==> config.mk <==
export PLATFORM = sky130hd
export DESIGN_NAME = alu_acc_datapath
export DESIGN_NICKNAME = d
export VERILOG_FILES = /design/src/rtl/alu_acc_datapath.sv
export SDC_FILE = /design/constraint.sdc
export NUM_CORES = 1
export LEC_CHECK = 0
export CAP_MARGIN = 20
export CORE_UTILIZATION = 40
export CTS_CLUSTER_SIZE = 30
export DETAILED_ROUTE_END_ITERATION = 8
export PLACE_DENSITY = 0.7
export SYNTH_ARGS = -nofsm -noshare
export SYNTH_HDL_FRONTEND = slang
export SYNTH_SLANG_ARGS = --single-unit
==> constraint.sdc <==
create_clock -name clk -period 2.5 [get_ports clk]
set_input_delay 0.375 -clock clk [delete_from_list [all_inputs] [get_ports clk]]
set_output_delay 0.375 -clock clk [all_outputs]
set_load 0.005 [all_outputs]
==> src/rtl/alu_acc_datapath.sv <==
// Execute-stage datapath of the accumulator CPU: combinational 8-op ALU feeding
// a load-enabled accumulator register, plus a zero flag on operand A for SKZ.
module alu_acc_datapath #(
    parameter int WIDTH = 8
) (
    input  logic             clk,
    input  logic             rst,
    input  logic             ld_ac,
    input  logic [2:0]       opcode,
    input  logic [WIDTH-1:0] inA,
    input  logic [WIDTH-1:0] inB,
    output logic [WIDTH-1:0] alu_result,
    output logic [WIDTH-1:0] acc_out,
    output logic             is_zero
);

    typedef enum logic [2:0] {
        OP_HLT = 3'b000,
        OP_SKZ = 3'b001,
        OP_ADD = 3'b010,
        OP_AND = 3'b011,
        OP_XOR = 3'b100,
        OP_LDA = 3'b101,
        OP_STO = 3'b110,
        OP_JMP = 3'b111
    } opcode_t;

    opcode_t          op;
    logic [WIDTH-1:0] acc;

    assign op = opcode_t'(opcode);

    // Control-flow and store opcodes leave the accumulator value unchanged,
    // so they all pass operand A through.
    always_comb begin
        alu_result = inA;
        case (op)
            OP_ADD:  alu_result = inA + inB;
            OP_AND:  alu_result = inA & inB;
            OP_XOR:  alu_result = inA ^ inB;
            OP_LDA:  alu_result = inB;
            default: alu_result = inA;
        endcase
    end

    assign is_zero = (inA == '0);

    // ld_ac is a plain level-sampled enable; reset wins over any pending load.
    always_ff @(posedge clk or posedge rst) begin
        if (rst) begin
            acc <= '0;
        end else if (ld_ac) begin
            acc <= alu_result;
        end
    end

    assign acc_out = acc;

endmodule

=== After elaboration in Yosys (flattened, before gate mapping) ===
Index checks and enable logic that the tools add are counted.

* Mux-type cells: 1
* Bitwise logic cells: 2
* Equal/unequal tests: 4
* Reduce and logical (&&, ||, !) cells: 1
* Add/sub/neg operators: 1

{| class="wikitable"
|+ Operator list
! kind !! number
|-
| case mux 8 bit (4 select lines) || 1
|-
| adder 8 bit || 1
|-
| AND 8 bit || 1
|-
| zero test 8 bit || 1
|-
| bitwise XOR 8 bit || 1
|-
| equality test 3 x 2 -> 1 bit (second input constant) || 2
|-
| equality test 3 bit (second input constant) || 2
|}

* Output and inout bits: 17
* Register bits after elaboration: 8
* Word-level logic and storage cells: 10
* Input port bits: 22

=== Longest topological paths before layout ===
Gate-level depths: netlist of the first run.

* Depth after elaboration: 2
* Depth in mapped cells: 7
* Gate-level depth less buffers: 7

=== Worst setup path after synthesis of the first run ===
No wires, ideal clock.

* Kind: input -> output
* Start point: in inA[0]
* End point: out alu_result[6]
* Required time: 2125 ps
* Slack: 296 ps
* Stages: 7
* Buffers on the path: 0
* Data arrival time: 1829 ps
* Cell sequence: ha_1 > fa_1 > a21o_1 > a221oi_1 > xnor2_1 > nand2b_1 > a21oi_1

* Longest elaborated chain between the ends: 2

{| class="wikitable"
|+ RTL lines
! item !! RTL line !! source
|-
| start, declared || 10 || <nowiki>input logic [WIDTH-1:0] inA,</nowiki>
|-
| adder 8 bit || 38 || <nowiki>OP_ADD: alu_result = inA + inB;</nowiki>
|-
| case mux 8 bit (4 select lines) || 37 || <nowiki>case (op)</nowiki>
|-
| end, declared || 12 || <nowiki>output logic [WIDTH-1:0] alu_result,</nowiki>
|}

Every way passes these cells.

=== Worst setup path in the final report of the first run ===
* Start point: in opcode[1]
* End point: out alu_result[0]

* Longest elaborated chain between the ends: 2
* Elaborated cells on any way between the ends: 5
* Those cells by class: eq/ne (4); mux (1)

{| class="wikitable"
|+ RTL lines
! item !! RTL line !! source
|-
| start, declared || 9 || <nowiki>input logic [2:0] opcode,</nowiki>
|-
| equality test 3 bit or equality test 3 x 2 -> 1 bit (tied branches) || 37 ||
|-
| case mux 8 bit (4 select lines) * || 37 ||
|}

Mark *: on every way between the ends. The rest lies on a longest branch, timed or not.

==> results of run 1 <==
==> synthesized netlist by cell type (all sizes together) (2+ instances only) <==
master  number  share of area [%]
a21oi       12                5.8
a221oi       2                2.3
a211oi       2                1.5
ha           8                9.7
nor2        12                4.4
and2         2                1.2
a31oi        5                3.0
a21o         5                3.7
mux2i       12                 12
mux2         4                4.4
xor2         2                1.7
o21ai       11                5.4
o22ai        2                1.2
nand2b       3                1.8
buf          6                3.3
nand2       13                4.8
dfrtp        8                 19
or4          2                1.5
clkbuf       2               0.73
inv          3                1.1
xnor2        3                2.6
==> worst paths after layout <==
check	end	slack, ns	cells after the start
worst max-delay path	alu_result[0]	0.07	6
worst min-delay path	acc_out[7]	0.37	2
worst max register to register	acc_out[5]	1.67	3
worst min register to register	acc_out[1]	0.51	1
max in group asynchronous	acc_out[1]	1.88	2
min in group clk	acc_out[1]	0.51	1
==> cell type report <==
type                       instances  area, um2  area share (%)
multi-input combinational        110      924.6           47.43
timing repair buffer              92      752.0           38.58
sequential                         8      200.2           10.27
tap                               28      35.03           1.797
clock buffer                       3      22.52           1.155
inverter                           4      15.01          0.7702
==> metal layers <==
| layer | share of wire [%] | wire (um) | up-vias | GRT usage [%] |
|---|---|---|---|---|
| met5 | 0 | 0 | - | 0 |
| met4 | 3.7 | 144 | 0 | 14.47 |
| met3 | 5.3 | 208 | 18 | 7.246 |
| met2 | 52 | 2061 | 65 | 58.86 |
| met1 | 39 | 1527 | 675 | 33.39 |
| li1 | - | - | 655 | - |
==> critical path: cells and delay by family <==
kind	cells	cell delay, ns
AOI/OAI and AO/OA	1	0.14
xor gates and xnor gates	1	0.25
buffers and inverters	3	1.18
and+or+nand+nor	1	0.10
==> timing repair <==
action,CTS,global route
hold endpoints to repair,0,0
setup buffers,10,6
pin swaps,15,12
setup endpoints to repair,9,6
resized for setup,60,10
==> logic make-up after synthesis <==
logic type	Yosys count	synth area share, %
DFF	8	19.49
buffers and inverters	12	5.480
xor gates and xnor gates	5	4.264
AOI/OAI and AO/OA	43	26.07
adders and majority gates	9	11.69
muxes	16	16.08
and+or+nand+nor	37	16.93
==> power by group <==
group	switching (uW)	internal [uW]	leakage, uW
Combinational	180	249	0.000798
Clock	44.7	55.0	0.0000138
Sequential	11.2	150	0.0000927
==> stage by stage <==
stage | hold WS [ns] | setup slack, ns | TNS [ns]
floorplan | 0.1907 | 0.2957 | 0
global placement | 0.4887 | -0.7145 | -3.770
detailed placement | 0.4999 | -0.7459 | -4.425
CTS | 0.3757 | -0.02341 | -0.02341
global route | 0.4162 | 0.002911 | 0
finish | 0.3683 | 0.07102 | 0
==> qor.yml, run 1 <==
critical_path:
  path_common_cell: "clkdlybuf4s50_1"
  cp-start-kind: "primary input"
  crit_fanout: 8
  r2r-start: "acc_out[5]"
  worstPathCellList: "clkdlybuf4s50_1 > buf_4 > xnor2_1 > nand2_1 > o21ai_1 > clkdlybuf4s50_1"
  crit_path_top_delay_cell: "clkdlybuf4s50_1"
  cp.arrival_ns: 2.05
  worstSetupPathType: "in2out"
  crit_required_ns: 2.12
  critPathLaunch: "opcode[1]"
  max_stage_delay_ns: 0.54
  endpoint_kind: "output port"
sta:
  max_freq_mhz: 411.7
  worstMarginPinSlew_ns: 0.5273
  relSlewSlack_pct: 64.74
  finalHoldViolCount: 0
  grt_setup_unrepaired: "no"
  post-route-period-util_pct: 97.16
  slew_viol_final: 0
  fin_skew_ns: 0
  fin_crit_ns: 2.429
  setup_viol: 0
final_layout:
  n_antenna_cell: 0
  layout_commonest_cell: "buf_4"
  nets: 250
  layout_common_cells: "buf_4, clkdlybuf4s50_1, nand2_1, nor2_1"
  post-route-util_pct: 84.08
  fillers: 144
  area_growth_pct: 89.77
  finalNonFillerCells: 245
  postLayoutCellArea_mm2: 0.001949
  largest_reg_flops: 8
  drive_gt1_share_pct: 41.47
route:
  drtAntennaViolNets: 0
  drc: 0
  drtIter0Drc: 31
  dr.pass1.iters: 4
  num_vias: 1413
  via_per_inst: 5.767
  wire_per_inst_um: 16.09
  routed_wl_um: 3942
run_status:
  status: "finished clean"
floorplan:
  die_width_um: 52.68
  core_area_mm2: 0.002318
  initial_utilization_pct: 44.31
  row_count: 17
  die-area_mm2: 0.002775
  dieHeight_um: 52.68
  io_pins: 39
synth:
  synth_async_sr_flop_share_pct: 100.0
  ys_seq_area_share_pct: 19.49
  syn_avg_cell_area_um2: 7.902
  yosys_warnings: 0
  synth-seq-cells: 8
  synth-edff-count: 0
  syn-num-nets: 161
  yosys.cell_types.count: 35
  syn_area_mm2: 0.001027
  postSynthCellCount: 130
  synth_flop_cell: "dfrtp_1"
clocking:
  clk_pin_slew_ns: 0.06
  htree_levels: 1
  clock_latency_ns: 0.25
  clock_sinks: 8
  numCtsBuffers: 3
  clk_path_buf_depth: 2
  cts_hold_buf: 0
  cts_tree: "yes"
  clockRootBuffer: "clkbuf_4"
global_routing:
  antenna_found_initial: 0
  grt-ovfl-total: 0
  grt_pass1_wl_um: 6444
  grt_pass1_vias: 1465
  gr-usage-all-layers_pct: 31.79
  grt_max_degree: 16
flow_run:
  max_cap_viol_count: 0
hold_path:
  hold_class: "in2async"
place:
  gp_congestion: 0.8952
  io_buffer_count: 38
  dp_cells: 226
  placed_cell_area_mm2: 0.001687
  place_hpwl_um: 2754
power_and_ir_drop:
  p_leak_uw: 0.0009044
  p_total_uw: 689.6
  ir_drop_v: 0.0005513
  power_density_mw_per_mm2: 353.8
Power figures use the tool's default switching activity.
==> run 2: changes to the inputs <==
SLEW_MARGIN = 5   (was not set)
==> results of run 2 <==
Final layout, timing and power as in run 1 (identical DEF).
==> run 3: changes to the inputs <==
clock period = 2.37 ns   (was 2.5 ns; I/O delays follow)
==> run 3 against run 2 <==
The flow now finishes with violations (setup timing). Sequential share of layout area fell by 0.18 points. Clock power barely moved. Critical path depth rose by 3. Via count rose by 0.57%. Total power rose by 7.7%. Clock skew did not move. Worst hold slack got worse by 0.018 ns.
==> qor.yml, run 3 (synthesized netlist as in run 1, its figures left out) <==
run_status:
  status: "finished, violations left"  # was finished clean
  violations: "setup timing"
critical_path:
  r2r-start: "acc_out[6]"  # was acc_out[5]
  crit_required_ns: 2.01  # was 2.12 ns
  r2r_slack_ns: 1.55  # was 1.67 ns
  worstSetupPathType: "in2out"  # unchanged
  r2r_cells: 3  # unchanged
  cp-start-kind: "primary input"  # unchanged
  cp.arrival_ns: 2.04  # was 2.05 ns
  r2r-end: "acc_out[6]"  # was acc_out[5]
  crit_fanout: 3  # was 8
  endpoint_kind: "output port"  # unchanged
route:
  routed_wl_um: 3869  # was 3942 um
  wire_per_inst_um: 15.60  # was 16.09 um
  drtIter0Drc: 40  # was 31
  drtAntennaViolNets: 0  # unchanged
  drc: 0  # unchanged
  num_vias: 1421  # was 1413
  via_per_inst: 5.730  # was 5.767
  dr.pass1.iters: 5  # was 4
sta:
  whs_ns: 0.3507  # was 0.3683 ns
  slew_viol_final: 0  # unchanged
  worstMarginPinSlew_ns: 0.5814  # was 0.5273 ns
  grt_setup_unrepaired: "yes"  # was no
  setup_viol: 2  # was 0
  fin_skew_ns: 0  # unchanged
  relSlewSlack_pct: 61.12  # was 64.74%
  post-route-period-util_pct: 101.3
  fin_crit_ns: 2.400
  finalHoldViolCount: 0  # unchanged
  setup_ws_ns: -0.03031  # was 0.07102 ns
  max_freq_mhz: 416.6
power_and_ir_drop:
  p_switching_uw: 250.4  # was 235.9 uW
  swShare_pct: 33.73  # was 34.20%
  internal_power_uw: 492.0  # was 453.8 uW
  p_total_uw: 742.5  # was 689.6 uW
  ir_drop_v: 0.0004487  # was 0.0005513 V
  combPwrFrac_pct: 63.3  # was 62.2%
  power_density_mw_per_mm2: 374.2  # was 353.8 mW/mm2
  p_leak_uw: 0.0009571  # was 0.0009044 uW
  seqPwrFrac_pct: 23.0  # was 23.3%
  p_clk_share_pct: 13.7  # was 14.4%
floorplan:
  dieHeight_um: 52.68  # unchanged
  die_width_um: 52.68  # unchanged
  initial_utilization_pct: 44.31  # unchanged
  core_area_mm2: 0.002318  # unchanged
  io_pins: 39  # unchanged
  row_count: 17  # unchanged
  die-area_mm2: 0.002775  # unchanged
final_layout:
  fillers: 127  # was 144
  area_growth_pct: 93.18  # was 89.77%
  layout_commonest_cell: "buf_4"  # unchanged
  n_antenna_cell: 0  # unchanged
  largest_reg_flops: 8  # unchanged
  layout_common_cells: "buf_4, clkdlybuf4s50_1, nand2_1, nor2_1"  # unchanged
  drive_gt1_share_pct: 42.73  # was 41.47%
  nets: 253  # was 250
  finalNonFillerCells: 248  # was 245
clocking:
  cts_tree: "yes"  # unchanged
  htree_levels: 1  # unchanged
  numCtsBuffers: 3  # unchanged
  clk_path_buf_depth: 2  # unchanged
  clock_sinks: 8  # unchanged
  clockRootBuffer: "clkbuf_4"  # unchanged
  clk_pin_slew_ns: 0.05  # was 0.06 ns
  clock_latency_ns: 0.25  # about the same
flow_run:
  max_cap_viol_count: 0  # unchanged
place:
  gp_congestion: 0.8827  # was 0.8952
  place_hpwl_um: 2599  # was 2754 um
  dp_cells: 228  # was 226
  io_buffer_count: 38  # unchanged
global_routing:
  antenna_found_initial: 0  # unchanged
  grt_pass1_vias: 1332  # was 1465
  grt-ovfl-total: 0  # unchanged
  grt_pass1_wl_um: 5899  # was 6444 um
  grt_max_degree: 16  # unchanged
  gr-usage-all-layers_pct: 29.22  # was 31.79%
hold_path:
  hold_class: "in2async"  # unchanged
-- run 3: cell types whose count changed in the layout (fill, tap and decap cells not counted), sizes merged --
cell and delta:
clkdlybuf4s50 -2, dlymetal6s2s +3, clkbuf -2, buf +7, clkdlybuf4s15 -3
-- run 3: repair_timing --
item                                    4_1_cts  5_1_grt
endpoints found under the setup margin        9        9
hold buffers                                  0        0
gates resized for setup                      57       24
setup buffers                                12        5
pin swaps                                    15       17
-- run 3: layout make-up --
| type | count | area, um2 | share of cell area, % |
|---|---|---|---|
| Multi-Input combinational cell | 110 | 934.6 | 47.10 |
| Timing Repair Buffer | 95 | 777.0 | 39.16 |
| Sequential cell | 8 | 200.2 | 10.09 |
| Tap cell | 28 | 35.03 | 1.765 |
| Clock buffer | 3 | 22.52 | 1.135 |
| Inverter | 4 | 15.01 | 0.7566 |
-- run 3: metrics by stage --
step	instance area, um2	utilization [%]	worst slack (ns)	TNS [ns]
floorplan	1027	-	0.2047	0
finish	1984	85.59	-0.03031	-0.03434
global route	1984	85.59	-0.08286	-0.2210
global placement	1702	73.39	-0.8063	-4.953
CTS	1882	81.17	0.002583	0
detailed placement	1702	73.39	-0.8103	-5.468
-- run 3: critical path: stages --
cell      delay [ns]
buf_8           0.10
ha_4            0.16
fa_2            0.39
a21o_1          0.21
a21oi_2         0.19
nand3b_1        0.15
a31oi_4         0.20
o21bai_1        0.14
buf_2           0.14
-- run 3: worst max-delay path by stage --
stage | end | depth (start not counted) | startpoint
final | alu_result[4] | 9 | inA[0]
after global routing | alu_result[6] | 9 | inA[0]
after CTS | alu_result[0] | 6 | opcode[1]
after detailed placement | alu_result[6] | 9 | inA[0]
after global placement | alu_result[6] | 9 | inA[0]
after floorplan | alu_result[6] | 7 | inA[0]
-- run 3: power by group through the flow --
stage	sequential [uW]	combinational, uW	clock (uW)
after floorplan	172	160	0
after global placement	170	370	0
after detailed placement	172	380	0
after CTS	170	424	105
after global routing	173	505	110
final	171	470	101
-- run 3: per-layer routing --
metal / global-route usage, % / vias to the layer above / wire, um
met5: 0 / - / 0
li1: - / 657 / -
met4: 3.070 / 0 / 93
met2: 57.38 / 77 / 2026
met1: 32.75 / 672 / 1532
met3: 5.507 / 15 / 216
